## config.mk

```make
export PLATFORM = sky130hd
export DESIGN_NAME = serial_addsub
export DESIGN_NICKNAME = d
export VERILOG_FILES = /design/src/rtl/serial_addsub_pkg.sv /design/src/rtl/serial_fa.sv /design/src/rtl/serial_addsub.sv
export SDC_FILE = /design/constraint.sdc
export NUM_CORES = 1
export LEC_CHECK = 0
export BUFFER_PORTS_ARGS = -buffer_cell sky130_fd_sc_hd__buf_2
export CAP_MARGIN = 40
export CORE_UTILIZATION = 55
export CTS_BUF_LIST = sky130_fd_sc_hd__clkbuf_4
export CTS_CLUSTER_SIZE = 24
export DETAILED_ROUTE_END_ITERATION = 8
export PLACE_DENSITY_LB_ADDON = 0.15
export RECOVER_POWER = 50
export SETUP_SLACK_MARGIN = 0.5
export SLEW_MARGIN = 20
export SYNTH_ARGS = -nofsm -noshare
export SYNTH_HDL_FRONTEND = slang
export SYNTH_SLANG_ARGS = --single-unit
```

## constraint.sdc

```tcl
create_clock -name clk -period 2.69 [get_ports clk]
set_input_delay 0.1345 -clock clk [delete_from_list [all_inputs] [get_ports clk]]
set_output_delay 0.1345 -clock clk [all_outputs]
set_load 0.02 [all_outputs]
```

## src/rtl/serial_addsub_pkg.sv

```systemverilog
// Shared types and constants for the bit-serial adder/subtractor.
package serial_addsub_pkg;

  typedef enum logic {
    IDLE = 1'b0,
    RUN  = 1'b1
  } state_e;

  localparam logic MODE_ADD = 1'b0;
  localparam logic MODE_SUB = 1'b1;

endpackage

```

## src/rtl/serial_fa.sv

```systemverilog
// Single-bit full adder used as the serial arithmetic slice.
module serial_fa
  import serial_addsub_pkg::*;
(
  input  logic a,
  input  logic b,
  input  logic cin,
  output logic sum,
  output logic cout
);

  assign sum  = a ^ b ^ cin;
  assign cout = (a & b) | (a & cin) | (b & cin);

endmodule

```

## src/rtl/serial_addsub.sv

```systemverilog
// LSB-first serial adder/subtractor taking WIDTH clocks per operation.
// Optional signed overflow output is enabled by defining SERIAL_ADDSUB_OVF_EN.
module serial_addsub
  import serial_addsub_pkg::*;
#(
  parameter int WIDTH = 8
) (
  input  logic             clk,
  input  logic             rst_n,
  input  logic             start,
  input  logic             sub,
  input  logic [WIDTH-1:0] a,
  input  logic [WIDTH-1:0] b,
  output logic [WIDTH-1:0] s,
  output logic             cout,
  output logic             busy,
  output logic             done
`ifdef SERIAL_ADDSUB_OVF_EN
  ,
  output logic             ovf
`endif
);

  localparam int CW = $clog2(WIDTH + 1);

  state_e           state_r;
  state_e           state_s;
  logic [WIDTH-1:0] a_r;
  logic [WIDTH-1:0] b_r;
  logic [WIDTH-1:0] s_r;
  logic [CW-1:0]    cnt_r;
  logic             carry_r;
  logic             cout_r;
  logic             busy_r;
  logic             done_r;
  logic             sum_s;
  logic             carry_s;
  logic             load_s;
  logic             step_s;
  logic             last_s;
`ifdef SERIAL_ADDSUB_OVF_EN
  logic             ovf_r;
`endif

  serial_fa u_fa (
    .a    (a_r[0]),
    .b    (b_r[0]),
    .cin  (carry_r),
    .sum  (sum_s),
    .cout (carry_s)
  );

  assign last_s = (cnt_r == CW'(WIDTH - 1));

  // Next-state and datapath strobes
  always_comb begin
    state_s = state_r;
    load_s  = 1'b0;
    step_s  = 1'b0;
    case (state_r)
      IDLE: begin
        if (start) begin
          state_s = RUN;
          load_s  = 1'b1;
        end else begin
          state_s = IDLE;
        end
      end
      RUN: begin
        step_s = 1'b1;
        if (last_s) begin
          state_s = IDLE;
        end else begin
          state_s = RUN;
        end
      end
      default: begin
        state_s = IDLE;
      end
    endcase
  end

  // State register
  always_ff @(posedge clk or negedge rst_n) begin
    if (!rst_n) begin
      state_r <= IDLE;
    end else begin
      state_r <= state_s;
    end
  end

  // Operand shifters, carry, bit counter and result/flag registers
  always_ff @(posedge clk or negedge rst_n) begin
    if (!rst_n) begin
      a_r     <= '0;
      b_r     <= '0;
      s_r     <= '0;
      cnt_r   <= '0;
      carry_r <= 1'b0;
      cout_r  <= 1'b0;
      busy_r  <= 1'b0;
      done_r  <= 1'b0;
`ifdef SERIAL_ADDSUB_OVF_EN
      ovf_r   <= 1'b0;
`endif
    end else begin
      done_r <= 1'b0;
      if (load_s) begin
        // Subtraction is A + ~B + 1: invert B and seed the carry with 1
        a_r     <= a;
        b_r     <= (sub == MODE_SUB) ? ~b : b;
        carry_r <= sub;
        cnt_r   <= '0;
        s_r     <= '0;
        busy_r  <= 1'b1;
      end else if (step_s) begin
        s_r     <= {sum_s, s_r[WIDTH-1:1]};
        a_r     <= {1'b0, a_r[WIDTH-1:1]};
        b_r     <= {1'b0, b_r[WIDTH-1:1]};
        carry_r <= carry_s;
        cnt_r   <= cnt_r + CW'(1);
        if (last_s) begin
          busy_r <= 1'b0;
          done_r <= 1'b1;
          cout_r <= carry_s;
`ifdef SERIAL_ADDSUB_OVF_EN
          ovf_r  <= carry_r ^ carry_s;
`endif
        end else begin
          busy_r <= 1'b1;
        end
      end else begin
        busy_r <= busy_r;
      end
    end
  end

  assign s    = s_r;
  assign cout = cout_r;
  assign busy = busy_r;
  assign done = done_r;
`ifdef SERIAL_ADDSUB_OVF_EN
  assign ovf  = ovf_r;
`endif

endmodule

```

[Word-level counts from Yosys, hierarchy flattened]
Index checks and enable logic that the tools add are counted.
Storage, ports and cells
  output and inout port bits: 11
  input port bits: 20
  register bits: 33
  logic and storage cells: 44
Operators by class
  equality and inequality tests: 1
  reductions and logical operators: 2
  $add $sub $neg: 1
  bitwise gates (word level): 10
  multiplexer cells: 21
Operators by type and width (count)
  8-bit 2-to-1 mux: 7
  1-bit 2-to-1 mux: 11
  4-bit 2-to-1 mux: 2
  8-bit inverter: 1
  4-bit by 1-bit adder with 4-bit output, second input constant: 1
  4-bit by 3-bit equality test with 1-bit output, second input constant: 1
  1-bit AND: 3
  3-bit AND reduction: 1
  1-bit inverter: 2
  1-bit bitwise OR: 2
  1-bit case mux with 2 select lines: 1
  2-bit nonzero test: 1
  1-bit XOR: 2

[Logic depth before layout (Yosys ltp)]
  depth after elaboration: 5
  mapped depth: 5
  mapped depth without buffers: 4

[By module]
A second synthesis with hierarchy kept.
Unflattened totals
  cell total of the unflattened synthesis: 122
  area total of the unflattened synthesis: 1482.7 sq um
Modules (own cells, without submodules)
  serial_addsub: cells an instance 121, instances 1, area an instance 1462.7 sq um, sequential area each 825.8 sq um
  serial_fa: cells an instance 1, instances 1, area an instance 20.0 sq um, sequential area each 0.0 sq um

[Worst setup path after synthesis]
Ideal clock, no wire load.
  path kind: register to register
  start: reg cnt_r[0]
  end: reg cout_r (netlist: cout)
  clock period less this slack: 1.078 ns
  setup time: 0.079 ns
  cell stages (with the launch flop): 5
  path slack: 1.612 ns
  path buffers: 0
  data arrival time: 0.999 ns
  required time: 2.611 ns
  cells stage by stage: dfrtp_1 ha_1 nand2_2 nor3b_4 mux2i_1
On the way
  word-level cells in the longest chain between the ends: 2
Ends and longest elaborated chain
  from (decl): RTL line serial_addsub.sv:31  | logic [CW-1:0] cnt_r;
  from (signal assigned): RTL line serial_addsub.sv:121  | cnt_r <= cnt_r + CW'(1);
  4-bit by 3-bit equality test with 1-bit output: RTL line serial_addsub.sv:53  | assign last_s = (cnt_r == CW'(WIDTH - 1));
  3-bit AND reduction (no line)
  to (signal assigned): RTL line serial_addsub.sv:125  | cout_r <= carry_s;
  to (decl): RTL line serial_addsub.sv:33  | logic cout_r;
No other way between the ends.
A chain may end at the register's enable or synchronous reset.

==> results by group <==
Run status
  • Status: finished, violations left
  • Violated checks: capacitance limit, slew limit

Logic synthesis
  • Seq/Total Area, Yosys: 0.537
  • Mapped Nets: around 170
  • Top_reg_cell synth: dfrtp_1
  • Synth unique cells: 26
  • Synthesized flop and latch total: 33
  • Post-Synthesis Cells: between 100 and 150
  • Post-synth ARST share: 1.00
  • Yosys warning count: 0
  • Post-synth EDFFs: 0
  • Syn avg cell area: ~11 um^2
  • Synthesized area: 0.00154 mm^2

Timing
  • # setup viols final: 0
  • Max frequency: between 0.5 and 0.6 GHz
  • Worst slew pin tran: approximately 1.7 ns
  • Fin crit share: 0.656
  • Layout Skew: 0.00749 ns
  • Max Slew Vio Count: 34
  • Min Tclk post-route: approximately 1.8 ns
  • Rel. slew slack: -0.136
  • TNS Setup: 0 ns
  • Hold Vio Cnt, Final: 0
  • Unrepaired setup endpoints after global routing: false
  • WHS: around 0.055 ns

Routing
  • Post-route ant nets: 0
  • Via density: approximately 5.2
  • Total Routed Length: 2450 um
  • DRC: 0
  • Vias: between 1000 and 1500
  • Avg WL per Cell: 11.9 um
  • DRT iter0 DRCs: 6
  • Pre-antenna DRT Iters: 4

Clock network
  • Num CTS Buffers: 5
  • Post-CTS setup buffers: 0
  • H-Tree Depth: 2
  • CTS Buffer Depth: 2
  • Clk sinks: 33
  • Clock Latency Late Sink: roughly 0.33 ns
  • CTS resizes: 0
  • CTS tree: built
  • Clk pin slew, worst setup/hold paths: about 0.090 ns
  • Root buffer cell: clkbuf_4
  • CTS Hold Bufs: 1

Min path
  • Hold Path Sink: a_r[7]$_DFFE_PN0P_
  • Hold Path Depth: 3
  • Min-delay src: a[7]
  • Hold WC Path Type: in2reg

Finish
  • Final core occ: 0.681
  • Design area: about 0.0017 mm^2
  • Antenna diodes: 0
  • Final #Nets: 197
  • Final cell count without fillers: between 200 and 250
  • Layout cell share with drive strength beyond 1: 0.239
  • Area Growth Syn to Fin: 13.8%
  • Leading cell type in the layout, fill and taps excluded: dfrtp_1
  • Fillers: 221
  • Most frequent cells in the layout: 33 x dfrtp_1, 28 x buf_2, 22 x o21ai_0

Placed design
  • Final GP Congestion: 0.794
  • Hpwl dp: about 1700 um
  • Dpl cells: slightly below 200
  • Placed cell area: ~0.0017 mm^2
  • Port Buffer Count: 30

Global routing
  • Largest net degree at the start of global routing: 34
  • First-pass GRT wire length: approximately 4200 um
  • Initial antenna violation count: 0
  • All-layer global routing usage: 0.207
  • Vias in the first global route: approximately 1000
  • Congestion Overflow GR: 0

Floorplan
  • Core ar.: between 0.002 and 0.003 mm^2
  • Site Rows: 18
  • Starting density of the core: 0.598
  • Die H: between 50 and 60 um
  • Die area: 0.00301 mm^2
  • Die W: 54.9 um
  • IO Pins: 31

Worst setup path
  • CP max stage cell: clkbuf_1
  • Arr. time, crit path: roughly 1.9 ns
  • Crit path cell chain: dlygate4sd3_1 -> clkbuf_1
  • Critical Path End Type: asynchronous set/reset pin
  • R2R Path Start: state_r$_DFF_PN0_
  • Slowest Stage Delay on Critical Path: between 1 and 1.5 ns
  • Crit-path leading delay family: buffers and inverters
  • Setup slack, reg-to-reg: roughly 1.2 ns
  • Crit Path Max Fanout: 33
  • Critical path required time: between 2 and 3 ns
  • Worst Path Buf+Inv: 2
  • Worst Setup Start Kind: input pin
  • Capturing point of the worst reg2reg path: b_r[1]$_DFFE_PN0P_
  • FF-to-FF path depth: 4
  • Critical path class: in2async

Power
  • P per Cell Area: just under 1000 mW/mm^2
  • Maximum vdd drop: about 0.00076 V
  • LEAKAGE: around 0.8 nW

Flow run
  • Max-Cap Viols: 1
[tightest hold or removal path, stage by stage]
cell and delay, ns:
buf_2 0.08, mux2i_1 0.06, nor2_1 0.08
[metal layers]
layer,vias up,track usage,share of wire
met4,0,0.128,0.012
met1,490,0.250,0.46
met5,-,0,0
met2,26,0.321,0.48
met3,4,0.0583,0.042
li1,548,-,-
[where the power goes]
group	switching [mW]	internal [mW]
Combinational	0.343	0.275
Clock	0.162	0.109
Sequential	0.135	0.684
Total	0.640	1.07
[cell type report]
| type | instances | area [um^2] | share of cell area |
|---|---|---|---|
| Clock buffer | 6 | 45.0 | 0.0258 |
| Clock inverter | 2 | 10.0 | 0.00572 |
| Inverter | 5 | 18.8 | 0.0107 |
| Multi-Input combinational cell | 96 | 624 | 0.357 |
| Sequential cell | 33 | 826 | 0.472 |
| Tap cell | 30 | 37.5 | 0.0215 |
| Timing Repair Buffer | 34 | 188 | 0.107 |
[state kept, by name, summed over array words and instances, names as in the netlist]
signal and count:
busy 1, carry_r 1, state_r 1, done 1, cout 1, b_r 8
cnt_r 4, a_r 8, s 8
[worst max path at each step]
stage,end,depth (start not counted),slack (ns),from
floorplan,cout$_DFFE_PN0P_,4,1.61,cnt_r[0]$_DFFE_PN0P_
global placement,b_r[0]$_DFFE_PN0P_,3,1.05,state_r$_DFF_PN0_
detailed placement,b_r[1]$_DFFE_PN0P_,3,1.00,state_r$_DFF_PN0_
CTS,b_r[1]$_DFFE_PN0P_,3,0.99,state_r$_DFF_PN0_
global route,a_r[3]$_DFFE_PN0P_,2,0.55,rst_n
finish,a_r[6]$_DFFE_PN0P_,2,0.92,rst_n
[cells by family (layout without fill, tap and decap cells)]
logic type	count (synthesis)	in the layout	synth area share
flip-flops	33	33	0.537
adder cells (fa/ha/maj)	2	2	0.0212
AND/OR/NAND/NOR	39	39	0.139
buffers and inverters	15	47	0.0562
XOR/XNOR	8	8	0.0456
multiplexers	11	11	0.0725
AO/OA/AOI/OAI	36	36	0.128
[per-stage QoR]
step | setup WS [ns] | power, mW
after floorplan | 1.61 | 1.27
after global placement | 1.05 | 1.41
after detailed placement | 1.00 | 1.44
after CTS | 0.994 | 1.71
after global routing | 0.546 | 1.87
final | 0.924 | 1.71
[synth_stat cells (3+ instances only)]
master     n  area, um^2
dfrtp_1   33         826
o21ai_0   22         110
nand2_1   14        52.6
mux2i_1   10         100
a21oi_1    8        40.0
nand2b_1   8        50.1
xnor2_1    8        70.1
nor3b_1    6        45.0
inv_1      5        18.8
nor2_1     5        18.8
buf_2      3        15.0
buf_4      3        22.5
Power figures use the tool's default switching activity.
